[config.mk]
export PLATFORM = sky130hd
export DESIGN_NAME = lcd_nibble_reader_flat
export DESIGN_NICKNAME = d
export VERILOG_FILES = /design/src/rtl/lcd_pkg.sv /design/src/rtl/lcd_nibble_reader_if.sv /design/src/rtl/lcd_nibble_reader_sync2_bus.sv /design/src/rtl/lcd_nibble_reader.sv /design/src/flat_wrapper.sv
export SDC_FILE = /design/constraint.sdc
export NUM_CORES = 1
export LEC_CHECK = 0
export ABC_AREA = 1
export CAP_MARGIN = 20
export CORE_MARGIN = 1
export CORE_UTILIZATION = 46
export CTS_CLUSTER_DIAMETER = 40
export DETAILED_ROUTE_END_ITERATION = 6
export PLACE_DENSITY = 0.74
export RECOVER_POWER = 25
export REMOVE_ABC_BUFFERS = 1
export SETUP_SLACK_MARGIN = 0.15
export SLEW_MARGIN = 20
export SYNTH_ARGS = -nofsm -noshare
export SYNTH_HDL_FRONTEND = slang
export SYNTH_SLANG_ARGS = --single-unit
export TNS_END_PERCENT = 5
[constraint.sdc]
create_clock -name sys0_clk -period 1.35 [get_ports sys0_clk]
set_input_delay 0.27 -clock sys0_clk [delete_from_list [all_inputs] [get_ports sys0_clk]]
set_output_delay 0.27 -clock sys0_clk [all_outputs]
set_load 0.01 [all_outputs]
[src/rtl/lcd_pkg.sv]
// Shared definitions for the KC705 character-LCD engines.
// Holds the read FSM state encoding, the default 200 MHz sys0 timing, and the RS encodings.
package lcd_pkg;

    // Read engine phases, in the order one read cycle walks through them.
    typedef enum logic [2:0] {
        ST_IDLE  = 3'd0,
        ST_SETUP = 3'd1,
        ST_EH1   = 3'd2,
        ST_EL1   = 3'd3,
        ST_EH2   = 3'd4,
        ST_HOLD  = 3'd5,
        ST_RESP  = 3'd6
    } rd_state_e;

    // Default LCD bus timing in sys0_clk cycles (5 ns period).
    localparam int LCD_T_AS = 8;    // RS/RW setup before E rise (40 ns)
    localparam int LCD_T_EH = 50;   // E high per nibble (250 ns), covers tDDR plus sync delay
    localparam int LCD_T_EL = 100;  // E low between nibbles (500 ns)
    localparam int LCD_T_AH = 4;    // RS/RW hold after last E fall (20 ns)

    // Register select encodings.
    localparam logic RS_CMD  = 1'b0;  // busy flag / address counter
    localparam logic RS_DATA = 1'b1;  // DDRAM / CGRAM data

endpackage

[src/rtl/lcd_nibble_reader_if.sv]
// Request/response channel of the LCD read engine.
//
// Handshake: a transfer happens on a rising clock edge where valid and ready
// are both high. The sender holds valid and its payload stable until that
// edge; ready may be high before valid rises and may depend on nothing else.
// Request channel: req_valid/req_ready carry req_rs.
// Response channel: rsp_valid/rsp_ready carry rsp_data and rsp_busy.
interface lcd_nibble_reader_if;
    logic       req_valid;
    logic       req_ready;
    logic       req_rs;
    logic       rsp_valid;
    logic       rsp_ready;
    logic [7:0] rsp_data;
    logic       rsp_busy;

    // Requester side: issues reads and consumes responses.
    modport master (
        output req_valid, req_rs, rsp_ready,
        input  req_ready, rsp_valid, rsp_data, rsp_busy
    );

    // Reader side: accepts reads and produces responses.
    modport slave (
        input  req_valid, req_rs, rsp_ready,
        output req_ready, rsp_valid, rsp_data, rsp_busy
    );
endinterface

[src/rtl/lcd_nibble_reader_sync2_bus.sv]
// Two-flop synchronizer for a slow multi-bit bus that is only sampled once
// it has been stable for many cycles (LCD data pins during a long E pulse).
module sync2_bus #(
    parameter int W = 4
) (
    input  logic         clk,
    input  logic         rstn,
    input  logic [W-1:0] d_i,
    output logic [W-1:0] q_o
);
    logic [W-1:0] meta_q;
    logic [W-1:0] sync_q;

    // Two register stages to let the first stage settle out of metastability.
    always_ff @(posedge clk) begin
        if (!rstn) begin
            meta_q <= '0;
            sync_q <= '0;
        end else begin
            meta_q <= d_i;
            sync_q <= meta_q;
        end
    end

    assign q_o = sync_q;
endmodule

[src/rtl/lcd_nibble_reader.sv]
// Read-side engine for the HD44780-style LCD in 4-bit mode.
// Performs one RW=1 cycle as two E strobes, high nibble first, and returns
// the assembled byte on the response channel. While bus_own is high the top
// level routes lcd_e/lcd_rs/lcd_rw from here and tristates the data pins.
module lcd_nibble_reader
    import lcd_pkg::*;
#(
    parameter int T_AS = LCD_T_AS,
    parameter int T_EH = LCD_T_EH,
    parameter int T_EL = LCD_T_EL,
    parameter int T_AH = LCD_T_AH,
    parameter int CW   = 8          // all timing values must fit in 1..2^CW-1
) (
    input  logic                      sys0_clk,
    input  logic                      sys0_rstn,
    lcd_nibble_reader_if.slave        rd,
    input  logic [3:0]                lcd_db_i,
    output logic                      lcd_e,
    output logic                      lcd_rs,
    output logic                      lcd_rw,
    output logic                      bus_own,
    output rd_state_e                 dbg_state_o
);
    localparam logic [CW-1:0] LD_AS = CW'(T_AS - 1);
    localparam logic [CW-1:0] LD_EH = CW'(T_EH - 1);
    localparam logic [CW-1:0] LD_EL = CW'(T_EL - 1);
    localparam logic [CW-1:0] LD_AH = CW'(T_AH - 1);

    logic [3:0] db_sync;

    rd_state_e     state_q;
    logic [CW-1:0] cnt_q;
    logic          rs_q;
    logic [7:0]    rsp_data_q;
    logic          rsp_busy_q;
    logic          rsp_valid_q;
    logic          req_ready_q;
    logic          bus_own_q;
    logic          lcd_e_q;
    logic          lcd_rs_q;
    logic          lcd_rw_q;

    sync2_bus #(.W(4)) u_db_sync (
        .clk  (sys0_clk),
        .rstn (sys0_rstn),
        .d_i  (lcd_db_i),
        .q_o  (db_sync)
    );

    // Read-cycle sequencer: each phase loads length-1 and advances when the counter hits zero.
    always_ff @(posedge sys0_clk) begin
        if (!sys0_rstn) begin
            state_q     <= ST_IDLE;
            cnt_q       <= '0;
            rs_q        <= RS_CMD;
            rsp_data_q  <= '0;
            rsp_busy_q  <= 1'b0;
            rsp_valid_q <= 1'b0;
            req_ready_q <= 1'b1;
            bus_own_q   <= 1'b0;
            lcd_e_q     <= 1'b0;
            lcd_rs_q    <= 1'b0;
            lcd_rw_q    <= 1'b0;
        end else begin
            unique case (state_q)
                ST_IDLE: begin
                    if (rd.req_valid && req_ready_q) begin
                        rs_q        <= rd.req_rs;
                        lcd_rs_q    <= rd.req_rs;
                        lcd_rw_q    <= 1'b1;
                        bus_own_q   <= 1'b1;
                        req_ready_q <= 1'b0;
                        cnt_q       <= LD_AS;
                        state_q     <= ST_SETUP;
                    end
                end
                ST_SETUP: begin
                    if (cnt_q == '0) begin
                        lcd_e_q <= 1'b1;
                        cnt_q   <= LD_EH;
                        state_q <= ST_EH1;
                    end else begin
                        cnt_q <= cnt_q - 1'b1;
                    end
                end
                ST_EH1: begin
                    if (cnt_q == '0) begin
                        rsp_data_q[7:4] <= db_sync;
                        lcd_e_q         <= 1'b0;
                        cnt_q           <= LD_EL;
                        state_q         <= ST_EL1;
                    end else begin
                        cnt_q <= cnt_q - 1'b1;
                    end
                end
                ST_EL1: begin
                    if (cnt_q == '0) begin
                        lcd_e_q <= 1'b1;
                        cnt_q   <= LD_EH;
                        state_q <= ST_EH2;
                    end else begin
                        cnt_q <= cnt_q - 1'b1;
                    end
                end
                ST_EH2: begin
                    if (cnt_q == '0) begin
                        rsp_data_q[3:0] <= db_sync;
                        lcd_e_q         <= 1'b0;
                        cnt_q           <= LD_AH;
                        state_q         <= ST_HOLD;
                    end else begin
                        cnt_q <= cnt_q - 1'b1;
                    end
                end
                ST_HOLD: begin
                    if (cnt_q == '0) begin
                        lcd_rw_q    <= 1'b0;
                        lcd_rs_q    <= 1'b0;
                        bus_own_q   <= 1'b0;
                        rsp_valid_q <= 1'b1;
                        // Only a command read carries the busy flag in bit 7.
                        rsp_busy_q  <= (rs_q == RS_CMD) ? rsp_data_q[7] : 1'b0;
                        state_q     <= ST_RESP;
                    end else begin
                        cnt_q <= cnt_q - 1'b1;
                    end
                end
                ST_RESP: begin
                    if (rd.rsp_ready) begin
                        rsp_valid_q <= 1'b0;
                        req_ready_q <= 1'b1;
                        state_q     <= ST_IDLE;
                    end
                end
                default: begin
                    state_q <= ST_IDLE;
                end
            endcase
        end
    end

    assign rd.req_ready  = req_ready_q;
    assign rd.rsp_valid  = rsp_valid_q;
    assign rd.rsp_data   = rsp_data_q;
    assign rd.rsp_busy   = rsp_busy_q;
    assign bus_own       = bus_own_q;
    assign lcd_e         = lcd_e_q;
    assign lcd_rs        = lcd_rs_q;
    assign lcd_rw        = lcd_rw_q;
    assign dbg_state_o   = state_q;
endmodule

[src/flat_wrapper.sv]
// flat-port wrapper written by rule: the top's interface ports become plain ports
module lcd_nibble_reader_flat import lcd_pkg::*;
#(
    parameter int T_AS = LCD_T_AS,
    parameter int T_EH = LCD_T_EH,
    parameter int T_EL = LCD_T_EL,
    parameter int T_AH = LCD_T_AH,
    parameter int CW   = 8                                                    
)
  (sys0_clk, sys0_rstn, lcd_db_i, lcd_e, lcd_rs, lcd_rw, bus_own, dbg_state_o, rd_req_valid, rd_req_rs, rd_rsp_ready, rd_req_ready, rd_rsp_valid, rd_rsp_data, rd_rsp_busy);
  lcd_nibble_reader_if rd_i ();
  input  logic sys0_clk;
  input  logic sys0_rstn;
  input  logic [3:0] lcd_db_i;
  output logic lcd_e;
  output logic lcd_rs;
  output logic lcd_rw;
  output logic bus_own;
  output rd_state_e dbg_state_o;
  input wire logic [$bits(rd_i.req_valid)-1:0] rd_req_valid;
  input wire logic [$bits(rd_i.req_rs)-1:0] rd_req_rs;
  input wire logic [$bits(rd_i.rsp_ready)-1:0] rd_rsp_ready;
  output wire logic [$bits(rd_i.req_ready)-1:0] rd_req_ready;
  output wire logic [$bits(rd_i.rsp_valid)-1:0] rd_rsp_valid;
  output wire logic [$bits(rd_i.rsp_data)-1:0] rd_rsp_data;
  output wire logic [$bits(rd_i.rsp_busy)-1:0] rd_rsp_busy;
  assign rd_i.req_valid = rd_req_valid;
  assign rd_i.req_rs = rd_req_rs;
  assign rd_i.rsp_ready = rd_rsp_ready;
  assign rd_req_ready = rd_i.req_ready;
  assign rd_rsp_valid = rd_i.rsp_valid;
  assign rd_rsp_data = rd_i.rsp_data;
  assign rd_rsp_busy = rd_i.rsp_busy;
  lcd_nibble_reader #(.T_AS(T_AS), .T_EH(T_EH), .T_EL(T_EL), .T_AH(T_AH), .CW(CW)) u_core (.sys0_clk(sys0_clk), .sys0_rstn(sys0_rstn), .rd(rd_i), .lcd_db_i(lcd_db_i), .lcd_e(lcd_e), .lcd_rs(lcd_rs), .lcd_rw(lcd_rw), .bus_own(bus_own), .dbg_state_o(dbg_state_o));
endmodule
==> results.yml <==
status:
  status: "finished, violations left"
  violations: "setup timing"
sta:
  setup_viol: 9
  fin_crit_ns: 1.40
  fmax_ghz: 0.714
  whs_ns: 0.423
  final_max_slew_viol_count: 0
  setup_ws_ns: -0.0510
  hold_viol: 0
  max_slew_margin_pct: 74.5
  worstMarginPinSlew_ns: 0.382
  rsz0062_at_grt: "true"
  finClkSkew_ns: 0.0162
  fin_crit_sh_pct: 104
floorplanning:
  io_pins: 27
  dieArea_um2: 3560
  die_h_um: 59.6
  initial_core_util_pct: 49.2
  rows: 20
  die_w_um: 59.6
  core-area_um2: 3100
critical_path:
  worstSetupEndpointType: "flop"
  cp.arrival_ns: 1.64
  slowest_stage: "dfxtp_4"
  cp_num_buf_inv: 1
  cpLargestDelayFamily: "simple AND/OR/NAND/NOR gates"
  path_common_cell: "nand2_2"
  cp.required_ns: 1.59
  crit_type: "reg -> reg"
  critPathMaxFanout: 5
  cpPeakStageDelay_ns: 0.38
  cp_cell_sequence: "inv_2, nand2_2, nand2_2, nand3_2, nand2_1, nand3_1, o21ai_1, a21oi_1"
  critPathLaunchType: "flop"
global_route:
  overflow: 0
  grt_usage_pct: 23.9
  grt_pass1_wl_um: 6350
  grt_pass1_vias: 1499
  antenna_found_initial: 0
  grt_max_degree: 19
logic_synthesis:
  syn-instance-count: 221
  yosysWarningCount: 0
  netlist_area_um2: 1530
  yosysSeqAreaShare_pct: 44.6
  synth.avg_cell_area_um2: 6.91
  synth.distinct_cells: 22
  ys_seq_elements: 34
cts:
  clock_sinks: 34
  cts_buffer_depth: 2
  clk_latency_ns: 0.34
  path_clk_slew_ns: 0.12
  clock-root-buffer: "clkbuf_4"
  ctsHtreeMaxLevel: 2
  numCtsBuffers: 5
  cts_tree: "yes"
  cts_hold_buf: 0
route:
  wl_per_cell_um: 12.1
  first_pass_iters: 4
  drc_errors: 0
  routed_wl_um: 4150
  drt-initial-drc-count: 77
  via_per_inst: 4.90
  ant_nets: 0
  vias: 1675
final_layout:
  multi_input_area_um2: 840
  final-seq-area_um2: 701
  syn2layout_area_growth_pct: 54.6
  n_antenna_cell: 0
  layout-drive-gt1-share_pct: 41.3
  nFillCells: 247
  final_cell_mix: "nand2_1, buf_4, nor2_1"
  fin_area_um2: 2360
  nets: 307
place:
  dpl_cell_area_um2: 2130
  post-dp-hpwl_um: 2750
  globalplace.congestion: 0.910
  port_buffers: 26
job:
  maxCapViolCount: 0
pwr:
  power.total_uw: 5120
  ir_drop_uv: 1250
  power.density_nw_per_um2: 2170
  p_leak_uw: 0.00118
min_path:
  hp-class: "reg -> reg"
[per-stage QoR]
| step | setup TNS [ns] | util, % | instances | worst slack, ns |
|---|---|---|---|---|
| detailed placement | -2.08 | 68.8 | 327 | -0.175 |
| CTS | -0.0195 | 76.0 | 341 | -0.00592 |
| floorplan | -0.0555 | - | 218 | -0.0290 |
| global placement | -1.28 | 68.8 | 327 | -0.149 |
| finish | -0.222 | 76.1 | 342 | -0.0510 |
| global route | -1.71 | 76.1 | 342 | -0.140 |
[synth_stat cells]
cell	instances	area, um2
xor2_1	1	8.76
nand2_1	46	173
inv_1	28	105
nor2_2	1	6.26
o21ai_0	23	115
nand3_2	1	10.0
inv_2	4	15.0
nor2_4	2	22.5
dfxtp_1	34	681
ha_1	1	12.5
o211a_1	1	10.0
nor3_1	2	10.0
buf_4	1	7.51
nand2_2	5	31.3
a21oi_1	16	80.1
nor2_1	35	131
clkbuf_1	2	7.51
nand3_1	14	70.1
clkinv_1	1	3.75
nand3b_1	1	7.51
a21boi_2	1	11.3
xnor2_1	1	8.76
[repair_timing]
item | CTS | global route
setup buffers | 6 | 1
setup endpoints to repair | 44 | 43
resized for setup | 96 | 31
pin swaps | 10 | 3
[worst register-to-register path: cells and delay by family (launching register included)]
family	cells	cell delay (ns)
AOI/OAI and AO/OA	2	0.22
buffers and inverters	1	0.10
DFF	1	0.38
and+or+nand+nor	5	0.61
[logic make-up after synthesis]
| logic type | Yosys count | share of synthesized area, % |
|---|---|---|
| XOR/XNOR | 2 | 1.15 |
| adder cells (fa/ha/maj) | 1 | 0.819 |
| buffers and inverters | 36 | 9.09 |
| AO/OA/AOI/OAI | 41 | 14.2 |
| flip-flops | 34 | 44.6 |
| AND/OR/NAND/NOR | 107 | 30.2 |
[registers in the layout, summed over array words and instances (netlist names)]
name and cells:
u_core.cnt_q 8, u_core.rd.rsp_data 8, u_core.u_db_sync.meta_q 4, u_core.u_db_sync.q_o 4, u_core.dbg_state_o 3, u_core.bus_own 1
u_core.lcd_e 1, u_core.lcd_rs 1, u_core.rd.req_ready 1, u_core.rd.rsp_busy 1, u_core.rd.rsp_valid 1, u_core.rs_q 1
[area by class of cell]
cell class,count,share of cell area (%)
flip-flops and latches,34,29.7
well taps,44,2.33
inverters,33,5.35
repair buffers,72,24.4
clock buffers,6,2.17
multi-input cells,151,35.5
clock inverters,2,0.530
[final timing paths]
| path | from | cells past startpoint | slack, ns | end |
|---|---|---|---|---|
| setup / recovery | u_core.dbg_state_o[1]$_SDFFE_PN0P_ | 8 | -0.05 | u_core.dbg_state_o[1]$_SDFFE_PN0P_ |
| hold / removal | u_core.u_db_sync.meta_q[2]$_SDFF_PN0_ | 2 | 0.42 | u_core.u_db_sync.q_o[2]$_SDFF_PN0_ |
| setup reg to reg | u_core.dbg_state_o[1]$_SDFFE_PN0P_ | 8 | -0.05 | u_core.dbg_state_o[1]$_SDFFE_PN0P_ |
| hold reg to reg | u_core.u_db_sync.meta_q[2]$_SDFF_PN0_ | 2 | 0.42 | u_core.u_db_sync.q_o[2]$_SDFF_PN0_ |
[report_power, final]
part | leakage, uW | switching (uW) | total [uW] | internal [uW]
logic | 0.000865 | 1670 | 3140 | 1470
registers | 0.000282 | 153 | 1380 | 1230
clock network | 0.0000343 | 354 | 604 | 250
[routing by layer]
layer  global-route usage, %  vias up  routed length, um
met4                    7.31        0                 97
met5                       0        -                  0
met2                    40.0       43               2040
met1                    30.8      775               1830
li1                        -      845                  -
met3                    4.80       12                176
(Power assumes the default switching activity.)
